<file path="src/rtl/joypad_scanner.sv">
// Serial game-pad scanner with a Game Boy style P1 (0xFF00) register view.
// A poll timer periodically latches the pad, clocks out eight button bits,
// and publishes them atomically; the CPU selects key groups through P1 and
// receives an interrupt on any newly asserted (high-to-low) P1 input line.
module joypad_scanner #(
  parameter int unsigned CLK_DIV     = 100,
  parameter int unsigned POLL_PERIOD = 550000
) (
  input  logic       clock,
  input  logic       reset,
  output logic       latch,
  output logic       pulse,
  input  logic       data,
  input  logic       p1_we,
  input  logic [7:0] p1_wdata,
  output logic [7:0] p1_rdata,
  output logic       joypad_int,
  output logic [7:0] buttons,
  output logic       scan_done
);

  localparam int unsigned        CNT_W      = 20;
  localparam logic [CNT_W-1:0]   POLL_LAST  = CNT_W'(POLL_PERIOD - 1);
  localparam logic [CNT_W-1:0]   LATCH_LAST = CNT_W'(2 * CLK_DIV - 1);
  localparam logic [CNT_W-1:0]   HALF_LAST  = CNT_W'(CLK_DIV - 1);

  typedef enum logic [2:0] {
    IDLE,
    LATCH,
    PULSE_HI,
    PULSE_LO,
    DONE
  } state_t;

  state_t           state_q, state_d;
  logic [CNT_W-1:0] cnt_q, cnt_d;
  logic [2:0]       bit_q, bit_d;
  logic [7:0]       shift_q, shift_d;
  logic [7:0]       buttons_q, buttons_d;
  logic             latch_q, latch_d;
  logic             pulse_q, pulse_d;
  logic             scan_done_q, scan_done_d;
  logic             sync1_q, sync2_q;
  logic [1:0]       select_q, select_d;
  logic [3:0]       prev_low_q, prev_low_d;
  logic             int_q, int_d;

  logic [3:0]       dirs;
  logic [3:0]       keys;
  logic [3:0]       low_n;

  // P1 only implements the two select bits; the rest of the write data is dropped.
  logic unused_wdata_bits;
  assign unused_wdata_bits = ^{p1_wdata[7:6], p1_wdata[3:0]};

  // Scan sequencer: poll timer, latch strobe, shift clock and bit capture.
  always_comb begin
    state_d     = state_q;
    cnt_d       = cnt_q;
    bit_d       = bit_q;
    shift_d     = shift_q;
    buttons_d   = buttons_q;
    latch_d     = 1'b0;
    pulse_d     = 1'b0;
    scan_done_d = 1'b0;
    unique case (state_q)
      IDLE: begin
        if (cnt_q == POLL_LAST) begin
          state_d = LATCH;
          cnt_d   = '0;
          latch_d = 1'b1;
        end else begin
          cnt_d = cnt_q + 1'b1;
        end
      end
      LATCH: begin
        if (cnt_q == LATCH_LAST) begin
          shift_d[0] = ~sync2_q;
          bit_d      = 3'd1;
          cnt_d      = '0;
          state_d    = PULSE_HI;
          pulse_d    = 1'b1;
        end else begin
          cnt_d   = cnt_q + 1'b1;
          latch_d = 1'b1;
        end
      end
      PULSE_HI: begin
        if (cnt_q == HALF_LAST) begin
          cnt_d   = '0;
          state_d = PULSE_LO;
        end else begin
          cnt_d   = cnt_q + 1'b1;
          pulse_d = 1'b1;
        end
      end
      PULSE_LO: begin
        if (cnt_q == HALF_LAST) begin
          shift_d[bit_q] = ~sync2_q;
          cnt_d          = '0;
          if (bit_q == 3'd7) begin
            // Publish including the bit captured on this very edge.
            state_d     = DONE;
            buttons_d   = shift_d;
            scan_done_d = 1'b1;
          end else begin
            bit_d   = bit_q + 3'd1;
            state_d = PULSE_HI;
            pulse_d = 1'b1;
          end
        end else begin
          cnt_d = cnt_q + 1'b1;
        end
      end
      DONE: begin
        state_d = IDLE;
        cnt_d   = '0;
        bit_d   = '0;
      end
      default: begin
        state_d = IDLE;
        cnt_d   = '0;
        bit_d   = '0;
      end
    endcase
  end

  // P1 view: active-low lines, a line is low when any enabled mapped key is pressed.
  always_comb begin
    select_d = p1_we ? p1_wdata[5:4] : select_q;
    dirs     = {buttons_q[5], buttons_q[4], buttons_q[6], buttons_q[7]};
    keys     = buttons_q[3:0];
    low_n    = ~((select_q[0] ? 4'h0 : dirs) | (select_q[1] ? 4'h0 : keys));
    prev_low_d = low_n;
    int_d      = |(prev_low_q & ~low_n);
  end

  // State, counters, synchronizer and registered outputs.
  always_ff @(posedge clock or negedge reset) begin
    if (!reset) begin
      state_q     <= IDLE;
      cnt_q       <= '0;
      bit_q       <= '0;
      shift_q     <= '0;
      buttons_q   <= '0;
      latch_q     <= 1'b0;
      pulse_q     <= 1'b0;
      scan_done_q <= 1'b0;
      sync1_q     <= 1'b1;
      sync2_q     <= 1'b1;
      select_q    <= 2'b11;
      prev_low_q  <= '1;
      int_q       <= 1'b0;
    end else begin
      state_q     <= state_d;
      cnt_q       <= cnt_d;
      bit_q       <= bit_d;
      shift_q     <= shift_d;
      buttons_q   <= buttons_d;
      latch_q     <= latch_d;
      pulse_q     <= pulse_d;
      scan_done_q <= scan_done_d;
      sync1_q     <= data;
      sync2_q     <= sync1_q;
      select_q    <= select_d;
      prev_low_q  <= prev_low_d;
      int_q       <= int_d;
    end
  end

  assign latch      = latch_q;
  assign pulse      = pulse_q;
  assign buttons    = buttons_q;
  assign scan_done  = scan_done_q;
  assign joypad_int = int_q;
  assign p1_rdata   = {2'b11, select_q, low_n};

endmodule
</file>
<file path="config.mk">
export PLATFORM = sky130hd
export DESIGN_NAME = joypad_scanner
export DESIGN_NICKNAME = d
export VERILOG_FILES = /design/src/rtl/joypad_scanner.sv
export SDC_FILE = /design/constraint.sdc
export NUM_CORES = 1
export LEC_CHECK = 0
export ABC_CLOCK_PERIOD_IN_PS = 2500
export BUFFER_PORTS_ARGS = -buffer_cell sky130_fd_sc_hd__buf_2
export CAP_MARGIN = 20
export CORE_ASPECT_RATIO = 1.4
export CORE_MARGIN = 2
export CORE_UTILIZATION = 50
export DETAILED_ROUTE_END_ITERATION = 10
export PLACE_DENSITY_LB_ADDON = 0.3
export REMOVE_ABC_BUFFERS = 1
export SKIP_CTS_REPAIR_TIMING = 1
export SLEW_MARGIN = 20
export SYNTH_ARGS = -nofsm -noshare
export SYNTH_HDL_FRONTEND = slang
export SYNTH_SLANG_ARGS = --single-unit
</file>
<file path="constraint.sdc">
create_clock -name clock -period 2.5 [get_ports clock]
set_input_delay 0.5 -clock clock [delete_from_list [all_inputs] [get_ports clock]]
set_output_delay 0.5 -clock clock [all_outputs]
set_load 0.03 [all_outputs]
</file>
==> summary.md, run 1 <==
| Metric | Value |
|---|---|
| Worst IR drop on VDD | 0.254 mV |
| Max-slew violation total from the final report | 0 |
| Power consumption | 1.40 mW |
| Share of post-route cells with drive strength above 1 | 17.8% |
| Share of the synthesized area in the top cell type | 43.1% |
| Remaining global-route overflow | 0 |
| Synth area leaders | sky130_fd_sc_hd__dfrtp_1 43%, sky130_fd_sc_hd__dfstp_2 7.9%, sky130_fd_sc_hd__xor2_1 4.9%, sky130_fd_sc_hd__nand2_1 4.6%, sky130_fd_sc_hd__nor2_1 4.5% |
| Flip-flop and latch area | 0.00136 mm² |
| CTS H-tree lvls | 2 |
| Total CTS buffers | 5 |
| Buffers & Inverters on Critical Path | 0 |
| Core area | 0.00516 mm² |
| Number of antenna cells inserted | 0 |
| First drt pass iteration count | 4 |
| Final cycle utilization of the critical path | 90.5% |
| Number of cells on the worst hold path | 1 |
| Gp weighted congestion | 0.835 |
| Power density over the cells | 478 mW/mm² |
| Global-route wire length before repair | 9330 µm |
| Main synth FF type | sky130_fd_sc_hd__dfrtp_1 |
| Leakage power of the design | 1.42 nW |
| CP Cell Sequence | nor4_2 > nand4_2 > or3_4 > o32ai_2 > mux2_1 |
| Overall Global Routing Usage | 19.9% |
| Std cell rows | 31 |
| Latest clock arrival within the worst-skew pair | 0.31 ns |
| Category of the critical setup timing path | flip-flop to flip-flop |
| Routed vias/inst | 5.42 |
| Flops & latches, synth | 54 |
| FF-to-FF path depth | 5 |
| Die footprint | 0.00595 mm² |
| Worst min path class | primary input to flip-flop |
| CP Data Required Time | 2.70 ns |
| Post-Route WL | 5130 µm |
| Root cell of the clock tree | sky130_fd_sc_hd__clkbuf_8 |
| Endpoints failing hold | 0 |
| Vert. Die Dim | 90.5 µm |
| Number of cells in the finished layout apart from fillers | 363 |
| TritonCTS clock tree | built |
| Starting density of the core | 51.8% |
| Average size of a mapped cell | 9.68 µm² |
| Max cap viols | 0 |
| Initial antenna violation count | 0 |
| Number of distinct standard cells referenced by the synthesized netlist | 46 |
| Synthesis-to-layout area growth | 9.88% |
| # port buffers | 23 |
| Critical Path Sink Type | flip-flop |
| Routed wirelength normalized by instance count | 14.1 µm |
| Die W | 65.8 µm |
| Via count of the first global-routing pass | 1,938 |
| Share of the yosys chip area belonging to registers | 51.0% |
| Status | finished clean |
| DRC errors left | 0 |
| Largest fanout of any net on the critical path | 5 |
| Final critical delay including setup and external delays | 2.26 ns |
| Post-DP HPWL | 3670 µm |
| Bufs on Longest Clock Path | 2 |
| Cell accounting for the most synthesized area | sky130_fd_sc_hd__dfrtp_1 |
| Tightest Pin Transition | 0.770 ns |
| Max-slew headroom at the worst pin | 48.3% |
| Violation count after the first detailed-route iteration | 142 |
| Total number of yosys warnings | 0 |
| Count of endpoints failing setup in the final report | 0 |
| Worst path max stage delay | 0.47 ns |
| Cell area after technology mapping | 0.00267 mm² |
| CP startpoint kind | flip-flop |
| Number of gates on the worst path with buffers counted | 5 |
| Fmax | 442 MHz |
| CTS Sinks | 54 |
| Post-synth ARST share | 100% |
| Net total in the final layout | 311 |
| Arr. time, crit path | 2.46 ns |
| Number of flops mapped to enable cells by yosys | 0 |
| Unrepaired setup endpoints after global routing | false |
| Mapped Cells | 276 |
| Via count | 1,966 |
| Setup TNS | 0 ns |
| Multi-input gate area | 0.00119 mm² |
| Standard cell with the maximum stage delay on the critical path | sky130_fd_sc_hd__nor4_2 |
| Filler Cells Inserted | 467 |
| Largest net degree at the start of global routing | 55 |
| Setup skew after layout | 0.00738 ns |
| I/O pin cnt | 32 |
| Clock transition at the registers of the reported paths | 0.10 ns |
| Crit path max-delay family | simple AND/OR/NAND/NOR gates |
| Number of cells after detailed placement | 355 |
| Remaining antenna violation count after routing | 0 |
[registers in the layout (all words and copies together), names as in the netlist]
signal,cells
cnt_q,20
buttons,8
shift_q,8
prev_low_q,4
bit_q,3
state_q,3
select_q,2
joypad_int,1
latch,1
pulse,1
scan_done,1
sync1_q,1
sync2_q,1
[final cells by class]
| cell class | count | share of cell area, % |
|---|---|---|
| sequential | 54 | 46.4 |
| multi-input combinational | 192 | 40.5 |
| timing repair buffer | 30 | 5.71 |
| tap | 66 | 2.81 |
| clock buffer | 6 | 2.47 |
| inverter | 13 | 1.66 |
| clock inverter | 2 | 0.512 |
[power breakdown]
part           total (mW)  switching, mW  internal [mW]
sequential          0.883        0.00220          0.881
clock               0.478          0.280          0.198
combinational      0.0434         0.0354        0.00801
total                1.40          0.317           1.09
[final timing paths]
kind / start / end / slack [ns]
setup / recovery: cnt_q[12] / shift_q[0] / 0.24
hold / removal: data / sync1_q / 0.28
setup reg to reg: cnt_q[12] / shift_q[0] / 0.24
hold reg to reg: sync1_q / sync2_q / 0.36
max in group asynchronous: reset / cnt_q[7] / 1.75
min in group asynchronous: reset / buttons[1] / 0.30
[synth_stat cells (4+ instances only)]
| cell | number |
|---|---|
| sky130_fd_sc_hd__dfrtp_1 | 46 |
| sky130_fd_sc_hd__nand2_1 | 33 |
| sky130_fd_sc_hd__nor2_1 | 32 |
| sky130_fd_sc_hd__o21ai_0 | 19 |
| sky130_fd_sc_hd__xor2_1 | 15 |
| sky130_fd_sc_hd__clkbuf_1 | 14 |
| sky130_fd_sc_hd__inv_1 | 13 |
| sky130_fd_sc_hd__nand3_1 | 11 |
| sky130_fd_sc_hd__dfstp_2 | 8 |
| sky130_fd_sc_hd__nand4_1 | 8 |
| sky130_fd_sc_hd__mux2i_1 | 7 |
| sky130_fd_sc_hd__nor3_1 | 6 |
| sky130_fd_sc_hd__a21oi_1 | 4 |
| sky130_fd_sc_hd__a22oi_1 | 4 |
| sky130_fd_sc_hd__and4_1 | 4 |
| sky130_fd_sc_hd__xnor2_1 | 4 |
[metrics by stage]
step / setup slack [ns] / area, µm² / hold slack (ns) / util (%)
2_1_floorplan: 0.314 / 2600 / 0.204 / -
3_3_place_gp: 0.340 / 2850 / 0.347 / 55.2
3_5_place_dp: 0.266 / 2850 / 0.348 / 55.2
4_1_cts: 0.256 / 2940 / 0.262 / 56.9
5_1_grt: 0.148 / 2940 / 0.259 / 56.9
6_report: 0.238 / 2940 / 0.276 / 56.9
[cell families after synthesis]
kind of cell	Yosys count	synth area share (%)
simple gates	118	23.6
fa+ha+maj	3	1.41
other cells	1	0.140
compound gates	42	9.93
xor+xnor	19	6.23
buf+inv	31	4.73
flops	54	51.0
mux	8	3.04
[cells in the final DEF (no fill, tap or decap), drive strengths merged, types with 3 or more instances in the layout]
master / synthesis / final
nor3b: 3 / 3
a22oi: 4 / 4
nand4: 9 / 9
nor3: 6 / 6
or4: 3 / 3
o21ai: 19 / 19
nand3: 11 / 11
and4: 4 / 4
nor4: 3 / 3
buf: 4 / 30
nand2: 33 / 33
dfstp: 8 / 8
xnor2: 4 / 4
or3: 4 / 4
mux2i: 7 / 7
xor2: 15 / 15
a31oi: 3 / 3
dfrtp: 46 / 46
inv: 13 / 13
clkbuf: 14 / 6
ha: 3 / 3
a21oi: 4 / 4
nor2: 32 / 32
[worst register-to-register path: stages (launching register included)]
cell and delay [ns]:
sky130_fd_sc_hd__dfrtp_1 0.44, sky130_fd_sc_hd__nor4_2 0.47, sky130_fd_sc_hd__nand4_2 0.23, sky130_fd_sc_hd__or3_4 0.44, sky130_fd_sc_hd__o32ai_2 0.23, sky130_fd_sc_hd__mux2_1 0.35
[routing by layer]
| layer | GRT usage, % | wire length [µm] |
|---|---|---|
| met2 | 33.6 | 2760 |
| met5 | 0 | 0 |
| met1 | 25.2 | 2170 |
| met3 | 3.37 | 107 |
| met4 | 7.47 | 88 |
Note: power is estimated with default switching activity, not from simulation.
==> inputs of run 2 (changes only) <==
--- a/config.mk
+++ b/config.mk
@@ -5,12 +5,13 @@
 export SDC_FILE = /design/constraint.sdc
 export NUM_CORES = 1
 export LEC_CHECK = 0
+export ABC_AREA = 1
 export ABC_CLOCK_PERIOD_IN_PS = 2500
 export BUFFER_PORTS_ARGS = -buffer_cell sky130_fd_sc_hd__buf_2
 export CAP_MARGIN = 20
 export CORE_ASPECT_RATIO = 1.4
 export CORE_MARGIN = 2
-export CORE_UTILIZATION = 50
+export CORE_UTILIZATION = 40
 export DETAILED_ROUTE_END_ITERATION = 10
 export PLACE_DENSITY_LB_ADDON = 0.3
 export REMOVE_ABC_BUFFERS = 1
==> run 2 against run 1 <==
  * Critical path depth increased by 3
  * Synthesized cell count is 24% higher
  * Combinational power fell by 3%
  * Total power grew 2.4%
  * Die area up 32%
  * Sequential power is 0.6% higher
  * Cell area rose by 7.6%
  * Clock-buffer cell count down 1
  * Largest power group unchanged
  * Sequential share of layout area shrank 3.3 points
  * Worst setup slack better by 0.39 ns
  * Core utilization is 11 points lower
  * Via count is 11% higher
==> summary.md, run 2 <==
| Metric | Value |
|---|---|
| Sw Pwr | 0.347 mW (was 0.317 mW) |
| Most numerous cell in the Yosys netlist | sky130_fd_sc_hd__nand2_1 (was sky130_fd_sc_hd__dfrtp_1) |
| CP Data Required Time | 2.72 ns (was 2.70 ns) |
| Share of cell area taken by muxes after synthesis | 0% (was 3.04%) |
| Die footprint | 0.00786 mm² (was 0.00595 mm²) |
| Vert. Die Dim | 104 µm (was 90.5 µm) |
| Largest fanout of any net on the critical path | 16 (was 5) |
| Reg-to-Reg End | shift_q[0] (unchanged) |
| Average size of a mapped cell | 8.35 µm² (was 9.68 µm²) |
| Final core utilization | 45.5% (was 56.9%) |
| Tightest Pin Transition | 0.506 ns (was 0.770 ns) |
| Area post-placement | 0.00307 mm² (was 0.00285 mm²) |
| Remaining global-route overflow | 0 (unchanged) |
| Post-Route WL | 5330 µm (was 5130 µm) |
| Combinational family with the most area after synthesis | simple AND/OR/NAND/NOR gates (unchanged) |
| Die W | 75.5 µm (was 65.8 µm) |
| Via count of the first global-routing pass | 2,132 (was 1,938) |
| Post-synthesis compound-gate area fraction | 8.30% (was 9.93%) |
| Main synth FF type | sky130_fd_sc_hd__dfrtp_1 (unchanged) |
| Share of the yosys chip area belonging to registers | 47.6% (was 51.0%) |
| Initial antenna violation count | 0 (unchanged) |
| Via count | 2,187 (was 1,966) |
| Most frequent cells after synthesis | 89 x sky130_fd_sc_hd__nand2_1, 46 x sky130_fd_sc_hd__dfrtp_1, 46 x sky130_fd_sc_hd__nor2_1 (was 46 x sky130_fd_sc_hd__dfrtp_1, 33 x sky130_fd_sc_hd__nand2_1, 32 x sky130_fd_sc_hd__nor2_1) |
| Arr. time, crit path | 2.09 ns (was 2.46 ns) |
| Core area | 0.00694 mm² (was 0.00516 mm²) |
| Endpoints failing hold | 0 (unchanged) |
| Net Sw Frac | 24.1% (was 22.6%) |
| Routed wirelength normalized by instance count | 11.4 µm (was 14.1 µm) |
| Filler Cells Inserted | 714 (was 467) |
| Post-synth ARST share | 100% (unchanged) |
| Share of the synthesized area in the top cell type | 40.2% (was 43.1%) |
| Final critical delay including setup and external delays | 1.87 ns (was 2.26 ns) |
| Total CTS buffers | 5 (unchanged) |
| Leakage power of the design | 1.49 nW (was 1.42 nW) |
| Worst min path class | primary input to async pin (was primary input to flip-flop) |
| Arithmetic-cell share of the synthesized area counting full adders, half adders and majority gates | 1.31% (was 1.41%) |
| Category of the critical setup timing path | flip-flop to flip-flop (unchanged) |
| Final cycle utilization of the critical path | 74.7% (was 90.5%) |
| Setup skew after layout | 0.0113 ns (was 0.00738 ns) |
| Starting density of the core | 41.3% (was 51.8%) |
| Fraction of synthesized cell area in xor and xnor cells | 4.28% (was 6.23%) |
| Share of power burned in registers | 61.7% (was 62.9%) |
| Net total in the final layout | 385 (was 311) |
| Worst Setup EP | shift_q[0] (unchanged) |
| Post-Place Setup Slack | 0.646 ns (was 0.266 ns) |
| Setup TNS | 0 ns (unchanged) |
| Mapped Cells | 343 (was 276) |
| Max-slew headroom at the worst pin | 66.2% (was 48.3%) |
| Global-route wire length before repair | 9450 µm (was 9330 µm) |
| Internal | 1.09 mW (about the same) |
| Power share of the clock group | 35.4% (was 34.0%) |
| Violation count after the first detailed-route iteration | 88 (was 142) |
| CTS Sinks | 54 (unchanged) |
| Beginning of the critical path | cnt_q[0] (was cnt_q[12]) |
| Number of flops mapped to enable cells by yosys | 0 (unchanged) |
| Largest register by flop count | cnt_q (unchanged) |
| Count of endpoints failing setup in the final report | 0 (unchanged) |
| Share of post-route cells with drive strength above 1 | 20.8% (was 17.8%) |
| CTS H-tree lvls | 2 (unchanged) |
| Synthesis-to-layout area growth | 10.3% (was 9.88%) |
| Post-Layout Inst Area | 0.00316 mm² (was 0.00294 mm²) |
| Largest net degree at the start of global routing | 36 (was 55) |
| Unrepaired setup endpoints after global routing | false (unchanged) |
| Most common library cell in the layout ignoring fill and taps | sky130_fd_sc_hd__nand2_1 (was sky130_fd_sc_hd__dfrtp_1) |
| Flops & latches, synth | 54 (unchanged) |
| Post-Synth Simple-Gate Area | 30.8% (was 23.6%) |
| Reg-to-reg slack, setup | 0.63 ns (was 0.24 ns) |
| Highest-count cells in the layout ignoring fill and taps | 89 x sky130_fd_sc_hd__nand2_1, 46 x sky130_fd_sc_hd__nor2_1, 46 x sky130_fd_sc_hd__dfrtp_1, 41 x sky130_fd_sc_hd__inv_1, 23 x sky130_fd_sc_hd__buf_2 (was 46 x sky130_fd_sc_hd__dfrtp_1, 33 x sky130_fd_sc_hd__nand2_1, 32 x sky130_fd_sc_hd__nor2_1, 23 x sky130_fd_sc_hd__buf_2, 19 x sky130_fd_sc_hd__o21ai_0) |
| Synth area leaders | sky130_fd_sc_hd__dfrtp_1 40%, sky130_fd_sc_hd__nand2_1 12%, sky130_fd_sc_hd__dfstp_2 7.3%, sky130_fd_sc_hd__nor2_1 6.0%, sky130_fd_sc_hd__inv_1 5.4% (was sky130_fd_sc_hd__dfrtp_1 43%, sky130_fd_sc_hd__dfstp_2 7.9%, sky130_fd_sc_hd__xor2_1 4.9%, sky130_fd_sc_hd__nand2_1 4.6%, sky130_fd_sc_hd__nor2_1 4.5%) |
| Cell accounting for the most synthesized area | sky130_fd_sc_hd__dfrtp_1 (unchanged) |
| I/O pin cnt | 32 (unchanged) |
| TritonCTS clock tree | built (unchanged) |
| Std cell rows | 36 (was 31) |
| Bufs on Longest Clock Path | 2 (unchanged) |
| Number of flip-flops under the largest register name | 20 (unchanged) |
| Gp weighted congestion | 0.811 (was 0.835) |
| Cell area after technology mapping | 0.00286 mm² (was 0.00267 mm²) |
| Routed vias/inst | 4.69 (was 5.42) |
| Power density over the cells | 456 mW/mm² (was 478 mW/mm²) |
| Minimum hold slack | 0.138 ns (was 0.276 ns) |
| Max cap viols | 0 (unchanged) |
| Clock transition at the registers of the reported paths | 0.10 ns (about the same) |
| Post-DP HPWL | 4080 µm (was 3670 µm) |
| Overall Global Routing Usage | 15.5% (was 19.9%) |
| # port buffers | 23 (unchanged) |
| FF-to-FF path depth | 8 (was 5) |
| Comb power frac | 2.9% (was 3.1%) |
| Number of antenna cells inserted | 0 (unchanged) |
| Least setup slack across all paths after layout | 0.632 ns (was 0.238 ns) |
| DRC errors left | 0 (unchanged) |
| Total number of yosys warnings | 0 (unchanged) |
| Root cell of the clock tree | sky130_fd_sc_hd__clkbuf_8 (unchanged) |
| Remaining antenna violation count after routing | 0 (unchanged) |
| Worst reg2reg startpoint | cnt_q[0] (was cnt_q[12]) |
| Latest clock arrival within the worst-skew pair | 0.32 ns (was 0.31 ns) |
| Number of distinct standard cells referenced by the synthesized netlist | 39 (was 46) |
| Max-slew violation total from the final report | 0 (unchanged) |
| First drt pass iteration count | 4 (unchanged) |
| Fmax | 535 MHz (was 442 MHz) |
| Status | finished clean (unchanged) |
| Worst IR drop on VDD | 0.280 mV (was 0.254 mV) |
| Critical Path Sink Type | flip-flop (unchanged) |
| CP startpoint kind | flip-flop (unchanged) |
[run 2: final cells by class]
class,instances,area [µm²],area share [%]
well taps,95,119,3.76
multi-input cells,239,1290,40.7
repair buffers,25,130,4.12
inverters,45,169,5.35
flip-flops and latches,54,1360,43.1
clock inverters,3,23.8,0.753
clock buffers,5,68.8,2.18
[run 2: kinds of logic (layout without fill, tap and decap cells)]
logic type | count (synthesis) | after routing
xor gates and xnor gates | 14 | 14
buffers and inverters | 51 | 78
AOI/OAI and AO/OA | 34 | 34
other | 1 | 2
DFF | 54 | 54
adders and majority gates | 3 | 3
and+or+nand+nor | 186 | 186
[run 2: routing by layer]
metal	global-route usage (%)	share of wire, %	wire, µm
met1	18.4	42	2250
met2	26.0	52	2770
met3	2.91	2.5	133
met4	7.27	3.4	183
met5	0	0	0
[run 2: critical path, stage by stage, from the launching register on]
cell	delay [ns]
sky130_fd_sc_hd__dfrtp_1	0.44
sky130_fd_sc_hd__ha_1	0.27
sky130_fd_sc_hd__nand2_1	0.12
sky130_fd_sc_hd__nor2_4	0.17
sky130_fd_sc_hd__nand4_2	0.43
sky130_fd_sc_hd__nand2_1	0.20
sky130_fd_sc_hd__nand2_1	0.06
sky130_fd_sc_hd__nand2_1	0.06
sky130_fd_sc_hd__inv_1	0.03
[run 2: worst min path at each step]
stage,end,slack [ns],cells after the start
floorplan,bit_q[0],0.20,0
global placement,sync2_q,0.35,0
detailed placement,sync2_q,0.35,0
CTS,bit_q[0],0.15,2
global route,bit_q[2],0.15,2
finish,bit_q[2],0.14,2
[run 2: power by group through the flow]
stage	clock network [mW]	logic (mW)	registers, mW
6_report	0.509	0.0422	0.888
5_1_grt	0.576	0.0490	0.889
4_1_cts	0.534	0.0439	0.888
3_5_place_dp	0	0.0439	0.905
3_3_place_gp	0	0.0437	0.904
2_1_floorplan	0	0.00895	0.908
[run 2: stage by stage]
step / cells / power (mW)
2_1_floorplan: 338 / 0.917
3_3_place_gp: 458 / 0.948
3_5_place_dp: 458 / 0.948
4_1_cts: 466 / 1.47
5_1_grt: 466 / 1.51
6_report: 466 / 1.44
==> inputs of run 3 (changes only) <==
--- a/config.mk
+++ b/config.mk
@@ -6,7 +6,7 @@
 export NUM_CORES = 1
 export LEC_CHECK = 0
 export ABC_AREA = 1
-export ABC_CLOCK_PERIOD_IN_PS = 2500
+export ABC_CLOCK_PERIOD_IN_PS = 1550
 export BUFFER_PORTS_ARGS = -buffer_cell sky130_fd_sc_hd__buf_2
 export CAP_MARGIN = 20
 export CORE_ASPECT_RATIO = 1.4
==> constraint.sdc (replaced) <==
create_clock -name clock -period 1.55 [get_ports clock]
set_input_delay 0.31 -clock clock [delete_from_list [all_inputs] [get_ports clock]]
set_output_delay 0.31 -clock clock [all_outputs]
set_load 0.03 [all_outputs]
==> run 3 against run 2 <==
  * The run now ends with negative setup slack left
  * Combinational power grew 84%
  * Via count grew 12%
  * Global-route usage grew 0.31 points
  * Worst setup slack lost 0.66 ns
  * Worst hold slack lost 0.052 ns
  * Non-clock buffer count grew 52
  * Clock power grew 60%
  * Clock skew shrank 0.0047 ns
  * Wire length grew 19%
  * Critical path depth shrank 3
  * Total power grew 62%
  * Critical path type is now flip-flop to primary output
  * Critical endpoint is now p1_rdata[2]
  * Largest power group unchanged
  * Highest routed layer unchanged
==> summary.md, run 3 (synthesized netlist as in run 2, its figures left out) <==
| Metric | Value |
|---|---|
| Status | complete, but fails checks (was finished clean) |
| Violations in the final reports | negative setup slack |
| Gp weighted congestion | 0.816 (was 0.811) |
| Endpoints failing hold | 0 (unchanged) |
| Clock transition at the registers of the reported paths | 0.10 ns (about the same) |
| Setup TNS | -0.175 ns (was 0 ns) |
| Largest net degree at the start of global routing | 55 (was 36) |
| Net total in the final layout | 437 (was 385) |
| Critical Path Sink Type | primary output (was flip-flop) |
| Remaining global-route overflow | 0 (unchanged) |
| Root cell of the clock tree | sky130_fd_sc_hd__clkbuf_8 (unchanged) |
| Most common library cell in the layout ignoring fill and taps | sky130_fd_sc_hd__nand2_1 (unchanged) |
| First drt pass iteration count | 4 (unchanged) |
| Final cycle utilization of the critical path | 102% |
| I/O pin cnt | 32 (unchanged) |
| Count of endpoints failing setup in the final report | 10 (was 0) |
| Worst min path class | primary input to flip-flop (was primary input to async pin) |
| Number of flip-flops under the largest register name | 20 (unchanged) |
| Final critical delay including setup and external delays | 1.58 ns |
| Via count of the first global-routing pass | 2,332 (was 2,132) |
| Setup skew after layout | 0.00661 ns (was 0.0113 ns) |
| Unrepaired setup endpoints after global routing | true (was false) |
| Power consumption | 2.33 mW (was 1.44 mW) |
| Violation count after the first detailed-route iteration | 130 (was 88) |
| Worst reg2reg startpoint | cnt_q[17] (was cnt_q[0]) |
| Share of post-route cells with drive strength above 1 | 40.4% (was 20.8%) |
| Routed vias/inst | 4.73 (was 4.69) |
| Routed wirelength normalized by instance count | 12.2 µm (was 11.4 µm) |
| CTS Sinks | 54 (unchanged) |
| Overall Global Routing Usage | 15.8% (was 15.5%) |
| Initial antenna violation count | 0 (unchanged) |
| Final core utilization | 54.9% (was 45.5%) |
| Fmax | 634 MHz |
| Post-Layout Inst Area | 0.00381 mm² (was 0.00316 mm²) |
| Core area | 0.00694 mm² (unchanged) |
| Largest register by flop count | cnt_q (unchanged) |
| Reg-to-Reg End | buttons[3] (was shift_q[0]) |
| Post-Route WL | 6330 µm (was 5330 µm) |
| Largest fanout of any net on the critical path | 4 (was 16) |
| Power density over the cells | 610 mW/mm² (was 456 mW/mm²) |
| Total CTS buffers | 5 (unchanged) |
| CP Data Required Time | 1.24 ns (was 2.72 ns) |
| Starting density of the core | 41.3% (unchanged) |
| Number of antenna cells inserted | 0 (unchanged) |
| Reg-to-reg slack, setup | -0.03 ns (was 0.63 ns) |
| DRC errors left | 0 (unchanged) |
| Vert. Die Dim | 104 µm (unchanged) |
| Latest clock arrival within the worst-skew pair | 0.31 ns (was 0.32 ns) |
| Category of the critical setup timing path | flip-flop to primary output (was flip-flop to flip-flop) |
| Synthesis-to-layout area growth | 33.1% (was 10.3%) |
| Die W | 75.5 µm (unchanged) |
| Max-slew violation total from the final report | 0 (unchanged) |
| FF-to-FF path depth | 9 (was 8) |
| Arr. time, crit path | 1.27 ns (was 2.09 ns) |
| Startpoint of the most critical hold path | data |
| Worst IR drop on VDD | 0.323 mV (was 0.280 mV) |
| Bufs on Longest Clock Path | 2 (unchanged) |
| Global-route wire length before repair | 9850 µm (was 9450 µm) |
| Number of cells on the worst hold path | 1 |
| TritonCTS clock tree | built (unchanged) |
| Remaining antenna violation count after routing | 0 (unchanged) |
| Area post-placement | 0.00334 mm² (was 0.00307 mm²) |
| # port buffers | 23 (unchanged) |
| Hold EP | sync1_q |
| Least setup slack across all paths after layout | -0.0276 ns (was 0.632 ns) |
| Highest-count cells in the layout ignoring fill and taps | 74 x sky130_fd_sc_hd__nand2_1, 47 x sky130_fd_sc_hd__buf_4, 41 x sky130_fd_sc_hd__dfrtp_1, 36 x sky130_fd_sc_hd__inv_1, 35 x sky130_fd_sc_hd__nor2_1 (was 89 x sky130_fd_sc_hd__nand2_1, 46 x sky130_fd_sc_hd__nor2_1, 46 x sky130_fd_sc_hd__dfrtp_1, 41 x sky130_fd_sc_hd__inv_1, 23 x sky130_fd_sc_hd__buf_2) |
| Die footprint | 0.00786 mm² (unchanged) |
| Post-DP HPWL | 4380 µm (was 4080 µm) |
| Leakage power of the design | 1.78 nW (was 1.49 nW) |
| CTS H-tree lvls | 2 (unchanged) |
| CP startpoint kind | flip-flop (unchanged) |
| Via count | 2,451 (was 2,187) |
| Std cell rows | 36 (unchanged) |
| Max cap viols | 0 (unchanged) |
run 3: worst max-delay path, cell delays in order (launching register included):
cell	delay [ns]
sky130_fd_sc_hd__dfstp_2	0.59
sky130_fd_sc_hd__inv_2	0.06
sky130_fd_sc_hd__nand2_1	0.07
sky130_fd_sc_hd__nand2_2	0.07
sky130_fd_sc_hd__inv_2	0.06
sky130_fd_sc_hd__buf_6	0.12
run 3: metal layers:
layer	vias up	GRT usage, %	routed length [µm]
met4	0	5.01	136
met3	10	3.20	147
met1	1166	17.4	2480
li1	1237	-	-
met2	38	28.9	3570
met5	-	0	0
run 3: final cells by class:
type | instances | area, µm²
timing repair buffer | 77 | 623
inverter | 45 | 171
clock inverter | 3 | 26.3
clock buffer | 5 | 68.8
sequential | 54 | 1370
tap | 95 | 119
multi-input combinational | 239 | 1440
fill | 668 | 3130
run 3: metrics by stage:
step	std cells	setup slack [ns]	hold slack, ns
after floorplan	338	-0.0784	0.0144
after global placement	489	-0.0572	0.331
after detailed placement	489	-0.0635	0.329
after CTS	497	-0.122	-0.0104
after global routing	518	-0.116	0.0758
final	518	-0.0276	0.0860
run 3: worst max-delay path by stage:
| stage | start | endpoint | slack (ns) | cells after the start |
|---|---|---|---|---|
| finish | select_q[1] | p1_rdata[2] | -0.03 | 5 |
| global placement | cnt_q[0] | cnt_q[16] | -0.06 | 8 |
| detailed placement | cnt_q[1] | cnt_q[16] | -0.06 | 8 |
| global route | cnt_q[17] | buttons[4] | -0.12 | 9 |
| CTS | select_q[0] | p1_rdata[3] | -0.12 | 5 |
| floorplan | cnt_q[0] | shift_q[0] | -0.08 | 8 |
run 3: where the power goes:
part	internal, mW	leakage (nW)	switching (mW)
Clock	0.327	0.0483	0.489
Sequential	1.42	0.706	0.0107
Combinational	0.0214	1.02	0.0561
